### config.mk
export PLATFORM = sky130hd
export DESIGN_NAME = sdrc_mport_arb
export DESIGN_NICKNAME = d
export VERILOG_FILES = /design/src/rtl/sdrc_mport_arb.sv
export SDC_FILE = /design/constraint.sdc
export NUM_CORES = 1
export LEC_CHECK = 0
export BUFFER_PORTS_ARGS = -buffer_cell sky130_fd_sc_hd__buf_2
export CORE_AREA = 2 2 162 164
export DETAILED_ROUTE_END_ITERATION = 6
export DIE_AREA = 0 0 164 166
export PLACE_DENSITY = 0.56
export SLEW_MARGIN = 20
export SYNTH_ARGS = -nofsm -noshare
export SYNTH_HDL_FRONTEND = slang
export SYNTH_SLANG_ARGS = --single-unit
export TNS_END_PERCENT = 1
### constraint.sdc
create_clock -name wb_clk_i -period 3.9 [get_ports wb_clk_i]
set_clock_uncertainty 0.1 [all_clocks]
set_input_delay 0.39 -clock wb_clk_i [delete_from_list [all_inputs] [get_ports wb_clk_i]]
set_output_delay 0.39 -clock wb_clk_i [all_outputs]
set_load 0.005 [all_outputs]
### src/rtl/sdrc_mport_arb.sv
// rtl/sdrc_mport_arb.sv - multi-port Wishbone front end sharing one sdrc_core app request interface
//
// Ports:
//   wb_clk_i, wb_rst_i      clock (also clocks the app side), synchronous active-high reset
//   wb_cyc_i/stb_i/we_i     per-port cycle, strobe, write
//   wb_addr_i               per-port byte address, 26 bits per port
//   wb_dat_i, wb_sel_i      per-port write data and byte enables
//   wb_cti_i                per-port cycle type (3'b010 = incrementing burst)
//   wb_ack_o, wb_dat_o      per-port acknowledge, shared read data
//   app_req*                request, direction, word address and length to the core
//   app_req_ack             core accepted the request
//   app_wr_next_req         core takes one write word this cycle
//   app_wr_data/en_n        write data and active-low byte enables
//   app_rd_valid/last_rd    read word valid, last word of burst
//   app_rd_data             read data from the core
//   gnt_o                   one-hot current grant
module sdrc_mport_arb #(
   parameter int NPORT     = 4,
   parameter int dw        = 32,
   parameter int bl        = 9,
   parameter int BURST_LEN = 8
) (
   input  logic                  wb_clk_i,
   input  logic                  wb_rst_i,
   input  logic [NPORT-1:0]      wb_cyc_i,
   input  logic [NPORT-1:0]      wb_stb_i,
   input  logic [NPORT-1:0]      wb_we_i,
   input  logic [NPORT*26-1:0]   wb_addr_i,
   input  logic [NPORT*dw-1:0]   wb_dat_i,
   input  logic [NPORT*dw/8-1:0] wb_sel_i,
   input  logic [NPORT*3-1:0]    wb_cti_i,
   output logic [NPORT-1:0]      wb_ack_o,
   output logic [dw-1:0]         wb_dat_o,
   output logic                  app_req,
   output logic                  app_req_wr_n,
   output logic [24:0]           app_req_addr,
   output logic [bl-1:0]         app_req_len,
   input  logic                  app_req_ack,
   input  logic                  app_wr_next_req,
   output logic [dw-1:0]         app_wr_data,
   output logic [dw/8-1:0]       app_wr_en_n,
   input  logic                  app_rd_valid,
   input  logic                  app_last_rd,
   input  logic [dw-1:0]         app_rd_data,
   output logic [NPORT-1:0]      gnt_o
);

   localparam int IW = (NPORT > 1) ? $clog2(NPORT) : 1;

   typedef enum logic [1:0] {IDLE, REQ, WDAT, RDAT} state_t;

   state_t            state, state_nxt;
   logic [NPORT-1:0]  gnt, gnt_nxt;
   logic [IW-1:0]     last_gnt, last_gnt_nxt;
   logic              we_r, we_nxt;
   logic [23:0]       addr_r, addr_nxt;
   logic [2:0]        cti_r, cti_nxt;
   logic [bl-1:0]     cnt, cnt_nxt;
   logic [bl-1:0]     req_len;

   logic              found;
   logic [IW-1:0]     pick;
   logic [IW-1:0]     cand;

   // last_gnt doubles as the index of the granted port while a transfer is active
   logic              g_stb;
   logic [dw-1:0]     g_dat;
   logic [dw/8-1:0]   g_sel;

   assign g_stb   = wb_stb_i[last_gnt];
   assign g_dat   = wb_dat_i[int'(last_gnt)*dw +: dw];
   assign g_sel   = wb_sel_i[int'(last_gnt)*(dw/8) +: dw/8];
   assign req_len = (cti_r == 3'b010) ? bl'(BURST_LEN) : bl'(1);
   assign gnt_o   = gnt;

   // Round-robin search: start one past the previous winner and wrap
   always_comb begin
      found = 1'b0;
      pick  = last_gnt;
      cand  = '0;
      for (int k = 1; k <= NPORT; k++) begin
         cand = IW'((int'(last_gnt) + k) % NPORT);
         if (!found && wb_cyc_i[cand] && wb_stb_i[cand]) begin
            found = 1'b1;
            pick  = cand;
         end
      end
   end

   always_ff @(posedge wb_clk_i) begin
      if (wb_rst_i) begin
         state    <= IDLE;
         gnt      <= '0;
         last_gnt <= IW'(NPORT-1);
         we_r     <= 1'b0;
         addr_r   <= '0;
         cti_r    <= '0;
         cnt      <= '0;
      end else begin
         state    <= state_nxt;
         gnt      <= gnt_nxt;
         last_gnt <= last_gnt_nxt;
         we_r     <= we_nxt;
         addr_r   <= addr_nxt;
         cti_r    <= cti_nxt;
         cnt      <= cnt_nxt;
      end
   end

   always_comb begin
      state_nxt    = state;
      gnt_nxt      = gnt;
      last_gnt_nxt = last_gnt;
      we_nxt       = we_r;
      addr_nxt     = addr_r;
      cti_nxt      = cti_r;
      cnt_nxt      = cnt;

      app_req      = 1'b0;
      app_req_wr_n = 1'b0;
      app_req_addr = '0;
      app_req_len  = '0;
      app_wr_data  = '0;
      app_wr_en_n  = '1;
      wb_ack_o     = '0;
      wb_dat_o     = '0;

      case (state)
         IDLE: begin
            gnt_nxt = '0;
            if (found) begin
               gnt_nxt[pick] = 1'b1;
               last_gnt_nxt  = pick;
               we_nxt        = wb_we_i[pick];
               addr_nxt      = wb_addr_i[int'(pick)*26+2 +: 24];
               cti_nxt       = wb_cti_i[int'(pick)*3 +: 3];
               state_nxt     = REQ;
            end
         end
         REQ: begin
            app_req      = 1'b1;
            app_req_wr_n = ~we_r;
            app_req_addr = {1'b0, addr_r};
            app_req_len  = req_len;
            if (app_req_ack) begin
               cnt_nxt   = req_len;
               state_nxt = we_r ? WDAT : RDAT;
            end
         end
         WDAT: begin
            app_wr_data = g_dat;
            // A strobe-less beat still has to be fed to the core, so it goes out masked
            app_wr_en_n = g_stb ? ~g_sel : '1;
            wb_ack_o[last_gnt] = app_wr_next_req & g_stb;
            if (app_wr_next_req) begin
               cnt_nxt = cnt - bl'(1);
               if (cnt <= bl'(1)) begin
                  cnt_nxt   = '0;
                  gnt_nxt   = '0;
                  state_nxt = IDLE;
               end
            end
         end
         RDAT: begin
            wb_dat_o = app_rd_data;
            wb_ack_o[last_gnt] = app_rd_valid & g_stb;
            if (app_rd_valid) begin
               cnt_nxt = cnt - bl'(1);
               if (cnt <= bl'(1) || app_last_rd) begin
                  cnt_nxt   = '0;
                  gnt_nxt   = '0;
                  state_nxt = IDLE;
               end
            end
         end
         default: begin
            state_nxt = IDLE;
            gnt_nxt   = '0;
         end
      endcase
   end

endmodule

==> results.tsv, run 1 <==
metric	value	unit
outcome	finished, final reports clean	
power per cell area	678.1	mW/mm²
Area Growth Syn to Fin	56.64	%
share of layout cells above drive strength 1	52.16	%
startpoint type of the worst setup path	flip-flop	
Rel. slew slack	36.29	%
Die X	164	µm
crit end category	flip-flop	
Final ANT Viol Nets	0	
Post-Place Cells	1251	
Flop pwr share	16.8	%
Worst Tran Pin Value	0.9557	ns
Post-CTS Setup Repair Bufs	0	
core area	0.02562	mm²
post-synthesis instance total	543	
area leader, netlist	dfxtp_1	
Final HPWL DP	19250	µm
GRT Util Overall	16.31	%
top cells by area, synth	dfxtp_1 (20%), mux4_2 (20%), nand2_1 (6.3%)	
CTS tree	yes	
Root Driver	clkbuf_16	
Buffers on Ports	405	
Clock power frac	9.4	%
Post-synth EDFFs	0	
mapped cell area	0.004447	mm²
WP data arrival	3.41	ns
drc violations	0	
first-pass GRT wire length	33530	µm
fin crit period	3.319	ns
Clk Latency, worst-skew pair	0.29	ns
1st-iter DRT viols	329	
nets	1239	
CP Data Required Time	3.99	ns
GRT overflow	0	
Achievable Freq	0.3013	GHz
Via density	4.486	
max_cap viols	0	
CTS buffer count	5	
max-slew violation count	0	
vias in the first global route	5637	
first drt pass iteration count	4	
Tightest Hold Check Type	in2reg	
sw frac	49.59	%
Worst IR Drop VDD	0.0006532	V
Seq cells post-synth	45	
wire length per cell	18.44	µm
Starting Density	17.36	%
non-filler cells, final	1269	
period utilization	85.11	%
Clock Path Buffers	2	
setup TNS	0	ns
top_reg_cell synth	dfxtp_1	
NetSw	2.342	mW
RSZ-0062 raised after global routing	false	
Layout Utilization	27.19	%
Leakage	3.569	nW
Via Count	5693	
Final Hold Viols	0	
DP Area	0.006779	mm²
clk slew on worst S/H paths	0.07	ns
Finished Cell Area	0.006965	mm²
largest net degree at the start of global routing	48	
initial antenna violation count	10	
crit path max fanout	27	
worst hold margin	0.2255	ns
Die Ht	166	µm
Comb power frac	73.8	%
Int Pwr	2.381	mW
warnings from Yosys	0	
Ports	422	
register area share after synthesis	20.26	%
Distinct cells, synth	49	
Setup violations, final	0	
area share of the largest cell type after synthesis	20.26	%
routability cong.	0.8639	
Crit Path Class	reg2reg	
htree depth	2	
post-synthesis area per instance	8.189	µm²
WL final	23400	µm
Rows	59	
Async S/R FF share, synth	0	%
Clock Sinks	45	
die area	0.02722	mm²
## final timing paths
kind,from,to,slack (ns),cells after the start
max,last_gnt[0]$_SDFFE_PP1P_,addr_r[6]$_SDFFE_PP0P_,0.58,9
min,wb_addr_i[12],addr_r[10]$_SDFFE_PP0P_,0.23,3
max reg2reg,last_gnt[0]$_SDFFE_PP1P_,addr_r[6]$_SDFFE_PP0P_,0.58,9
min reg2reg,gnt_o[1]$_SDFFE_PP0P_,gnt_o[1]$_SDFFE_PP0P_,0.36,2
## layout by cell type (no fill, tap or decap), drive strengths merged, types with 3 or more instances in the layout
master / count
buf: 418
nand2: 75
nor2: 71
dfxtp: 45
mux4: 39
and3: 39
nor2b: 33
o22ai: 30
a311o: 27
and2: 26
a21oi: 15
o21ai: 11
diode: 10
conb: 8
inv: 8
nand3: 7
ha: 6
mux2i: 5
nand2b: 5
nand3b: 5
clkbuf: 5
a22oi: 5
o22a: 4
nor4: 4
or3: 3
nor3: 3
a311oi: 3
## metrics by stage
stage / worst slack [ns] / power [mW]
2_1_floorplan: 1.013 / 3.220
3_3_place_gp: 0.3158 / 4.329
3_5_place_dp: 0.2563 / 4.342
4_1_cts: 0.2517 / 4.813
5_1_grt: 0.2566 / 5.210
6_report: 0.5805 / 4.723
## state kept, by name, summed over array words and instances (netlist names)
name	count
gnt_o	4
last_gnt	2
state	2
cnt	9
addr_r	24
we_r	1
cti_r	3
## cells by family (layout without fill, tap and decap cells)
family / count (synthesis) / after routing / share of synthesized area [%]
simple gates: 278 / 278 / 31.32
compound gates: 108 / 108 / 18.99
buf+inv: 59 / 433 / 6.387
flops: 45 / 45 / 20.26
mux: 44 / 44 / 20.88
fa+ha+maj: 6 / 6 / 1.688
xor+xnor: 2 / 2 / 0.3940
other cells: 1 / 18 / 0.08433
## area by class of cell
type / count / area, µm²
multi-input combinational: 446 / 3318
sequential: 45 / 905.9
antenna: 10 / 25.02
fill: 2845 / 18650
timing repair buffer: 418 / 2125
inverter: 7 / 26.28
clock buffer: 5 / 125.1
clock inverter: 3 / 21.27
tap: 335 / 419.2
## repair_timing
item | in CTS | in global routing
endpoints found under the setup margin | 0 | 6
hold buffers | 0 | 0
gates resized for setup | 0 | 2
## Yosys cell counts (2+ instances only)
library cell  number
nand2_1           75
nor2_1            71
dfxtp_1           45
and3_1            39
mux4_2            39
nor2b_1           33
o22ai_1           30
a311o_1           27
clkbuf_1          27
and2_1            26
a21oi_1           15
buf_4             14
o21ai_0           11
buf_2              8
ha_1               6
inv_1              6
mux2i_1            5
nand2b_1           5
nand3_1            5
nand3b_1           5
a22oi_1            4
o22a_1             4
buf_1              3
nor3_1             3
nor4_1             3
or3_1              3
a211o_1            2
a311oi_1           2
nand3_2            2
nor3b_1            2
o221ai_1           2
o311ai_2           2
or3b_2             2
xnor2_1            2
## worst max-delay path, stage by stage (launching register included)
cell	delay, ns
dfxtp_4	0.48
inv_2	0.13
ha_1	0.41
or2_2	0.34
o22ai_1	0.26
nor4_2	0.12
a22oi_2	0.56
nand3_4	0.40
o22ai_1	0.33
nor2_1	0.06
## power groups by stage
| stage | combinational (mW) | clock [mW] | sequential [mW] |
|---|---|---|---|
| 6_report | 3.49 | 0.446 | 0.792 |
| 5_1_grt | 3.90 | 0.483 | 0.823 |
| 4_1_cts | 3.55 | 0.472 | 0.795 |
| 3_5_place_dp | 3.54 | 0 | 0.805 |
| 3_3_place_gp | 3.53 | 0 | 0.799 |
| 2_1_floorplan | 2.49 | 0 | 0.725 |
## metal layers
layer | global-route usage [%] | part of all wire (%)
met1 | 19.71 | 40
met2 | 28.79 | 50
met3 | 2.997 | 7.6
met4 | 5.568 | 3.0
met5 | 0 | 0
Note: power is estimated with default switching activity, not from simulation.
==> inputs of run 2 (changes only) <==
--- a/config.mk
+++ b/config.mk
@@ -9,7 +9,7 @@
 export CORE_AREA = 2 2 162 164
 export DETAILED_ROUTE_END_ITERATION = 6
 export DIE_AREA = 0 0 164 166
-export PLACE_DENSITY = 0.56
+export PLACE_DENSITY = 0.58
 export SLEW_MARGIN = 20
 export SYNTH_ARGS = -nofsm -noshare
 export SYNTH_HDL_FRONTEND = slang
==> constraint.sdc (replaced) <==
create_clock -name wb_clk_i -period 2.7 [get_ports wb_clk_i]
set_clock_uncertainty 0.1 [all_clocks]
set_input_delay 0.27 -clock wb_clk_i [delete_from_list [all_inputs] [get_ports wb_clk_i]]
set_output_delay 0.27 -clock wb_clk_i [all_outputs]
set_load 0.005 [all_outputs]
==> results.tsv, run 2 (same netlist as run 1, synthesis figures left out) <==
metric	value	unit
Die X	164	µm
GRT overflow	0	
GR Util met2	27.91	%
WP data arrival	2.78	ns
first-pass GRT wire length	32110	µm
Starting Density	17.36	%
Tightest Hold Check Type	in2reg	
Leakage	3.813	nW
Clock Sinks	45	
Via density	4.557	
Die Ht	166	µm
met1 Use GR	18.51	%
most flop-heavy register	addr_r	
non-filler cells, final	1297	
first drt pass iteration count	5	
Setup violations, final	0	
die area	0.02722	mm²
max_cap viols	0	
htree depth	2	
CTS tree	yes	
fin crit period	2.668	ns
Final Hold Viols	0	
Crit Path Class	reg2reg	
wire length per cell	18.10	µm
Achievable Freq	0.3749	GHz
1st-iter DRT viols	257	
Layout Utilization	29.02	%
most frequent cells in the layout	buf_2 (405), nand2_1 (75), nor2_1 (71)	
crit path max fanout	5	
crit end category	flip-flop	
startpoint type of the worst setup path	flip-flop	
Ports	422	
Largest stage delay, worst path	0.43	ns
setup ws final	0.03231	ns
WL final	23470	µm
CTS buffer count	5	
setup TNS	0	ns
clk slew on worst S/H paths	0.07	ns
fill count	2784	
gr busiest metal	met2	
Buffers on Ports	405	
Final HPWL DP	19330	µm
routability cong.	0.8961	
GRT Util Overall	15.72	%
RSZ-0062 raised after global routing	true	
Rows	59	
met3 Usage GRT	3.971	%
max-slew violation count	0	
max reg flops	24	
pre-CTS setup slack	-0.04381	ns
drc violations	0	
core area	0.02562	mm²
Worst Tran Pin Value	0.9299	ns
Final ANT Viol Nets	0	
initial antenna violation count	12	
Rel. slew slack	38.00	%
Worst path slowest cell	or3b_2	
Worst IR Drop VDD	0.0005371	V
worst hold margin	0.1053	ns
commonest non-fill, non-tap cell in the layout	buf_2	
Clk Latency, worst-skew pair	0.29	ns
vias in the first global route	5430	
outcome	finished, final reports clean	
period utilization	98.80	%
Area Growth Syn to Fin	67.19	%
share of layout cells above drive strength 1	54.75	%
power per cell area	1063	mW/mm²
CP Data Required Time	2.81	ns
Via Count	5911	
Root Driver	clkbuf_16	
Clock Path Buffers	2	
nets	1272	
Post-Place Cells	1275	
worst path cell trace	inv_2 > ha_4 > nand2b_2 > o22ai_2 > nor4_4 > a311oi_4 > buf_12 > clkbuf_16 > buf_4 > or3b_2 > o221ai_1	
largest net degree at the start of global routing	48	
==> run 2: path summary, 6_finish.rpt <==
check	startpoint	to	slack, ns	depth (start not counted)
min reg2reg	gnt_o[0]$_SDFFE_PP0P_	gnt_o[0]$_SDFFE_PP0P_	0.36	2
max reg2reg	last_gnt[0]$_SDFFE_PP1P_	we_r$_SDFFE_PP0P_	0.03	11
min	wb_cti_i[0]	cti_r[0]$_SDFFE_PP0P_	0.11	3
max	last_gnt[0]$_SDFFE_PP1P_	we_r$_SDFFE_PP0P_	0.03	11
==> run 2: what timing repair did <==
action,in CTS,in global routing
buffers inserted,2,5
hold buffers,0,0
gates resized for setup,3,9
endpoints found under the setup margin,20,31
pin swaps,2,13
cloned,0,2
==> run 2: metal layers <==
layer | vias up | share of wire [%]
met3 | 36 | 8.6
met4 | 8 | 2.1
met2 | 317 | 50
li1 | 2821 | -
met1 | 2729 | 39
met5 | - | 0.29
==> run 2: through the flow <==
step	power, mW	cell area [µm²]
after global routing	8.573	7432
after CTS	7.639	7284
after global placement	6.776	7078
final	7.905	7435
after detailed placement	6.809	7078
after floorplan	4.704	4504
==> run 2: final cells by class <==
| cell class | count | area (µm²) | share of cell area, % |
|---|---|---|---|
| multi-input cells | 446 | 3378 | 45.44 |
| repair buffers | 451 | 2524 | 33.94 |
| flip-flops and latches | 45 | 905.9 | 12.18 |
| well taps | 335 | 419.2 | 5.638 |
| clock buffers | 5 | 125.1 | 1.683 |
| clock inverters | 3 | 43.79 | 0.5890 |
| inverters | 7 | 26.28 | 0.3534 |
| diodes | 5 | 12.51 | 0.1683 |
==> run 2: worst max-delay path, delay by kind of cell, from the launching register on <==
kind	cells	cell delay, ns
AOI/OAI and AO/OA	3	0.36
adders and majority gates	1	0.28
buffers and inverters	4	0.51
DFF	1	0.35
and+or+nand+nor	3	0.98
==> run 2: report_power, final <==
group          total (mW)  internal (mW)  switching, mW  leakage (nW)
logic                6.08           2.93           3.15          3.36
clock network       0.720          0.439          0.281        0.0842
registers            1.11          0.928          0.182         0.371
